===== config.mk =====
export PLATFORM = sky130hd
export DESIGN_NAME = byte_word_packer
export DESIGN_NICKNAME = d
export VERILOG_FILES = /design/src/rtl/byte_word_packer.sv
export SDC_FILE = /design/constraint.sdc
export NUM_CORES = 1
export LEC_CHECK = 0
export CAP_MARGIN = 10
export CORE_UTILIZATION = 49
export CTS_CLUSTER_DIAMETER = 60
export CTS_CLUSTER_SIZE = 40
export DETAILED_ROUTE_END_ITERATION = 8
export PLACE_DENSITY = 0.86
export SLEW_MARGIN = 10
export SYNTH_ARGS = -nofsm -noshare
export SYNTH_HDL_FRONTEND = slang
export SYNTH_SLANG_ARGS = --single-unit

===== constraint.sdc =====
create_clock -name clk -period 2 [get_ports clk]
set_clock_uncertainty 0.1 [all_clocks]
set_input_delay 0.3 -clock clk [delete_from_list [all_inputs] [get_ports clk]]
set_output_delay 0.3 -clock clk [all_outputs]
set_load 0.1 [all_outputs]

===== src/rtl/byte_word_packer.sv =====
// byte_word_packer: packs a valid/ready byte stream into BYTES-wide words
// carrying a per-lane keep mask and a packet-last flag; lane order set by SWAP.
`default_nettype none

module byte_word_packer #(
   parameter int BYTES = 4,
   parameter bit SWAP  = 1'b0
) (
   input  logic                 clk,
   input  logic                 rst_n,
   input  logic                 in_valid,
   output logic                 in_ready,
   input  logic [7:0]           in_data,
   input  logic                 in_last,
   output logic                 out_valid,
   input  logic                 out_ready,
   output logic [8*BYTES-1:0]   out_data,
   output logic [BYTES-1:0]     out_keep,
   output logic                 out_last
);

   localparam int              CW       = $clog2(BYTES);
   localparam logic [CW-1:0]   LAST_CNT = CW'(BYTES - 1);

   logic [8*BYTES-1:0] acc;
   logic [8*BYTES-1:0] merged_data;
   logic [BYTES-1:0]   keep;
   logic [BYTES-1:0]   merged_keep;
   logic [CW-1:0]      cnt;
   logic [CW-1:0]      lane;
   logic               accept;
   logic               complete;

   // The output register is the only stall source: a byte may enter whenever
   // the register is empty or being drained on this edge.
   assign in_ready = !out_valid || out_ready;
   assign accept   = in_valid && in_ready;
   assign complete = accept && ((cnt == LAST_CNT) || in_last);

   always_comb begin
      lane        = SWAP ? (LAST_CNT - cnt) : cnt;
      merged_data = acc;
      merged_keep = keep;
      merged_data[lane*8 +: 8] = in_data;
      merged_keep[lane]        = 1'b1;
   end

   always_ff @(posedge clk or negedge rst_n) begin
      if (!rst_n) begin
         acc  <= '0;
         keep <= '0;
         cnt  <= '0;
      end else if (accept) begin
         if (complete) begin
            acc  <= '0;
            keep <= '0;
            cnt  <= '0;
         end else begin
            acc  <= merged_data;
            keep <= merged_keep;
            cnt  <= cnt + 1'b1;
         end
      end
   end

   // A completing byte reloads the register even while it is being drained.
   always_ff @(posedge clk or negedge rst_n) begin
      if (!rst_n) begin
         out_valid <= 1'b0;
         out_data  <= '0;
         out_keep  <= '0;
         out_last  <= 1'b0;
      end else if (complete) begin
         out_valid <= 1'b1;
         out_data  <= merged_data;
         out_keep  <= merged_keep;
         out_last  <= in_last;
      end else if (out_valid && out_ready) begin
         out_valid <= 1'b0;
      end
   end

endmodule

`default_nettype wire

Word level (Yosys, flattened, before mapping)
Index checks and enable logic that the tools add are counted.
{ "classes": {"eq_ne": 1, "n_lt_le_gt_ge": 2, "add_sub_neg": 2, "shift": 2, "bitwise": 1, "n_reduce_logical": 8, "mux": 8} }
{ "ops": {"columns": ["operator", "n"], "rows": [
  ["$neg 5->34", 1],
  ["$shift 8x34->32 const A", 1],
  ["$shiftx 8x34->32", 1],
  ["$bwmux 32", 1],
  ["$mux 32", 1],
  ["$logic_and 1x1->1", 4],
  ["$mux 4", 1],
  ["$or 4x4->4", 1],
  ["$lt 2x3->1 const B", 1],
  ["$mux 1", 3],
  ["$add 2x1->2 const B", 1],
  ["$demux 1 s2", 1],
  ["$eq 2x2->1 const B", 1],
  ["$ge 2x1->1 const B", 1],
  ["$logic_or 1x1->1", 2],
  ["$mux 2", 1],
  ["$reduce_bool 2->1", 1],
  ["$logic_not 1->1", 1]
]} }
{ "totals": {"out_inout_bits": 39, "ff_bits": 76, "wordCells": 31} }

Longest topological paths before layout
{ "depth": {"depth_word": 6, "mapped_depth": 7, "ltp_nobuf": 5} }

Least setup slack after synthesis
OpenSTA, ideal clock, no wires.
{ "synth_timing": {"path_kind": "register -> register", "from": "register out_valid", "to": "register out_data[20]", "required_time_ps": 1773, "stages_incl_launch_ff": 7, "path_slack_ps": -65, "arrival_ps": 1838, "path_cell_list": "dfrtp_1 > and2b_4 > inv_2 > buf_6 > buf_6 > a31oi_1 > a21oi_1"} }
{ "synth_between": {"elab_chain_cells": 4} }
{ "synth_lines": {"columns": ["element", "line", "text"], "rows": [
  ["start: declaration", "15", "output logic out_valid,"],
  ["start signal: assignment", "69", "out_valid <= 1'b0;"],
  ["start signal: assignment", "74", "out_valid <= 1'b1;"],
  ["start signal: assignment", "79", "out_valid <= 1'b0;"],
  ["$logic_not 1->1", "36", "assign in_ready = !out_valid || out_ready;"],
  ["$logic_or 1x1->1", "36", null],
  ["named net in_ready", "12", "output logic in_ready,"],
  ["$logic_and 1x1->1", "37", "assign accept = in_valid && in_ready;"],
  ["$logic_and 1x1->1", "38", "assign complete = accept && ((cnt == LAST_CNT) || in_last);"],
  ["end signal: assignment", "75", "out_data <= merged_data;"],
  ["end: declaration", "17", "output logic [8*BYTES-1:0] out_data,"]
]} }
The timed path passes the listed nets, and every way through them passes these cells.
A chain may end at the register's enable or synchronous reset.

Final worst setup path
{ "layout_timing": {"from": "register cnt[1]", "to": "register acc[10]"} }
{ "layout_between": {"elab_chain_cells": 4, "word_cells_on_any_way": 8} }
{ "layout_lines": {"columns": ["element", "line", "text"], "rows": [
  ["start: declaration", "29", "logic [CW-1:0] cnt;"],
  ["start signal: assignment", "61", "cnt <= cnt + 1'b1;"],
  ["$neg 5->34 or $eq 2x2->1 (tied branches)", "44, 38", null],
  ["$shiftx 8x34->32 (tied with other cells)", "44", "merged_data[lane*8 +: 8] = in_data;"],
  ["$bwmux 32 or $logic_and 1x1->1 (tied branches)", "44, 38", null],
  ["$mux 32 *", "54", "if (complete) begin"],
  ["end signal: assignment", "59", "acc <= merged_data;"],
  ["end: declaration", "25", "logic [8*BYTES-1:0] acc;"]
]} }
Mark *: on every way between the ends. The rest lies on a longest branch, timed or not.

==> results.ini <==
[cts]
cts_tree = built
cts_sinks = 76
path_clk_slew_ns = 0.08
cts_buffers = 9
cts_root_buffer = clkbuf_8
cts_buffer_depth = 2
clk_latency_ns = 0.35
cts.htree.levels = 3

[placement]
hpwl_mm = 5.74
gp_congestion = 0.805
port_buffers = 51
post-place-ws_ns = 0.0356

[timing]
hold_slack_ns = 0.386
slew-limit-headroom_pct = 73.0
final.setup.tns_ns = 0
setup_viol = 0
min_period_ns = 1.87
hold_viol = 0
max_slew.worst_pin.slew_ns = 0.404
finalCritPeriodShare_pct = 93.5
finalMaxSlewViolations = 0
grt_setup_unrepaired = false
timing.fmax_ghz = 0.535
setup_slack_ns = 0.130

[yosys]
synthesis.area_um2 = 3590
synthSimpleGateAreaFrac_pct = 12.0
ys_seq_elements = 76
synth_ff_type = dfrtp_1
synth_top_family_by_area = compound AO/OA/AOI/OAI gates
syn_avg_cell_area_um2 = 11.0
async_flop_share_pct = 100
synthAdderAreaFrac_pct = 2.79
syn_nets = 347
synth_edf_count = 0
synth.distinct_cells = 37
synth_compound_area_share_pct = 26.5
synth_seq_area_share_pct = 53.0
synth_warnings = 0
syn_inst = 326
synth-xor-area-share_pct = 0
muxShareOfSynthArea_pct = 0

[floorplanning]
io_pins = 52
core_area_um2 = 6940
die_y_um = 87.5
dieArea_um2 = 7660
placementRows = 30
initial_utilization_pct = 51.6
die_x_um = 87.5

[setup_path]
cpPeakStageDelay_ns = 0.44
crit_type = register to register
critPathCaptureType = register
slowest_stage = dfrtp_1
startpoint_type = register
critPathArrivalTime_ns = 2.01
critPathRequiredTime_ns = 2.14
cp_max_fo = 5
worstPathCellList = inv_1, ha_1, and4b_2, and2b_1, a32o_1

[route]
vias_per_cell = 6.08
drc = 0
vias = 2929
drt_iter0_markers = 181
drt_wl_total_mm = 8.73
wl_per_cell_um = 18.1
dr.pass1.iters = 6
postRouteAntennaNets = 0

[job]
drv_cap = 0

[final_layout]
multiInputGateArea_um2 = 1490
syn2layout_area_growth_pct = 21.4
final_util_pct = 62.7
num_antenna_cells = 0
ff_latch_area_um2 = 1900
fillers = 548
drive_gt1_share_pct = 23.3
nNetsFinal = 403

[hold_path]
worst_hold_path_type = primary input to async pin

[global_routing]
grt_pass1_wl_mm = 14.4
gr-usage-all-layers_pct = 24.9
grt_overflow = 0
grt_max_degree = 77
antenna_found_initial = 0
grt_pass1_vias = 2784

[power_and_ir_drop]
peakVddDrop_v = 0.000562
leakage_nw = 1.88
power_density_nw_per_um2 = 1310

[run_status]
status = completed

[per-layer routing]
layer | track usage [%] | wire length, um | vias to the layer above
li1 | - | - | 1342
met1 | 35.1 | 3870 | 1446
met2 | 38.2 | 4170 | 117
met3 | 4.71 | 483 | 24
met4 | 9.84 | 206 | 0
met5 | 0 | 0 | -
[final cells by class]
class / instances / share of cell area [%]
clock buffers: 13 / 3.65
multi-input cells: 216 / 34.3
inverters: 4 / 0.345
repair buffers: 75 / 15.0
clock inverters: 2 / 0.230
well taps: 96 / 2.76
flip-flops and latches: 76 / 43.7
[cells in the final DEF (no fill, tap or decap), types with 11 or more instances in the layout]
cell type	n
a32o_1	13
clkbuf_8	11
nand2_1	13
clkdlybuf4s50_1	11
a31oi_1	50
o2bb2ai_1	12
nand2b_1	12
dfrtp_1	75
nor2b_1	24
buf_4	57
a21oi_1	37
[registers in the layout, summed over array words and instances (netlist names)]
register	cells
cnt	2
acc	32
keep	4
out_last	1
out_keep	4
out_valid	1
out_data	32
[cell usage after synthesis (2+ instances only)]
cell type / n / share of area, %
inv_1: 3 / 0.31
nand3_1: 2 / 0.28
nor2b_1: 24 / 4.2
clkbuf_1: 4 / 0.42
nor2_1: 8 / 0.84
a32o_1: 13 / 3.6
nand2b_1: 12 / 2.1
a21oi_1: 37 / 5.2
ha_1: 8 / 2.8
o21ai_0: 2 / 0.28
buf_6: 5 / 1.6
o2bb2ai_1: 12 / 2.9
a31oi_1: 50 / 8.7
o211ai_2: 4 / 1.4
a22o_1: 8 / 2.0
buf_2: 15 / 2.1
a41oi_1: 8 / 2.0
dfrtp_1: 76 / 53
nand2_1: 13 / 1.4
buf_4: 5 / 1.0
[cells by family after synthesis]
logic type / Yosys count
compound gates: 136
flops: 76
simple gates: 72
buf+inv: 34
fa+ha+maj: 8
[where the power goes]
part / switching [W] / total, W / internal (W)
combinational: 0.00207 / 0.00271 / 0.000641
clock: 0.000538 / 0.00105 / 0.000509
sequential: 0.000152 / 0.00193 / 0.00178
total: 0.00276 / 0.00569 / 0.00293
[repair_timing]
| item | CTS | global route |
|---|---|---|
| buffers inserted | 0 | 0 |
| hold buffers | 1 | 0 |
| endpoints found under the hold margin | 76 | 0 |
| setup endpoints to repair | 0 | 2 |
| resized for setup | 0 | 3 |
[worst max-delay path, delay by kind of cell (launching register included)]
| kind | cells | cell delay, ns |
|---|---|---|
| adders and majority gates | 1 | 0.35 |
| buffers and inverters | 1 | 0.11 |
| DFF | 1 | 0.44 |
| and+or+nand+nor | 2 | 0.51 |
| AOI/OAI and AO/OA | 1 | 0.25 |
[stage by stage]
step | std cells | total power [W] | area, um^2
floorplan | 326 | 0.00400 | 3590
global placement | 466 | 0.00462 | 4170
detailed placement | 466 | 0.00465 | 4170
CTS | 482 | 0.00569 | 4350
global route | 482 | 0.00592 | 4350
finish | 482 | 0.00569 | 4350
[worst paths after layout]
check	startpoint	to	slack [ns]	depth (start not counted)
min in group clk	acc[23]	acc[23]	0.39	1
max reg2reg	cnt[1]	acc[10]	0.13	5
min	rst_n	out_data[4]	0.39	3
min reg2reg	acc[23]	acc[23]	0.39	1
max	cnt[1]	acc[10]	0.13	5
max in group asynchronous	rst_n	out_valid	1.07	3
No activity file was read; power rests on OpenSTA's default activity.
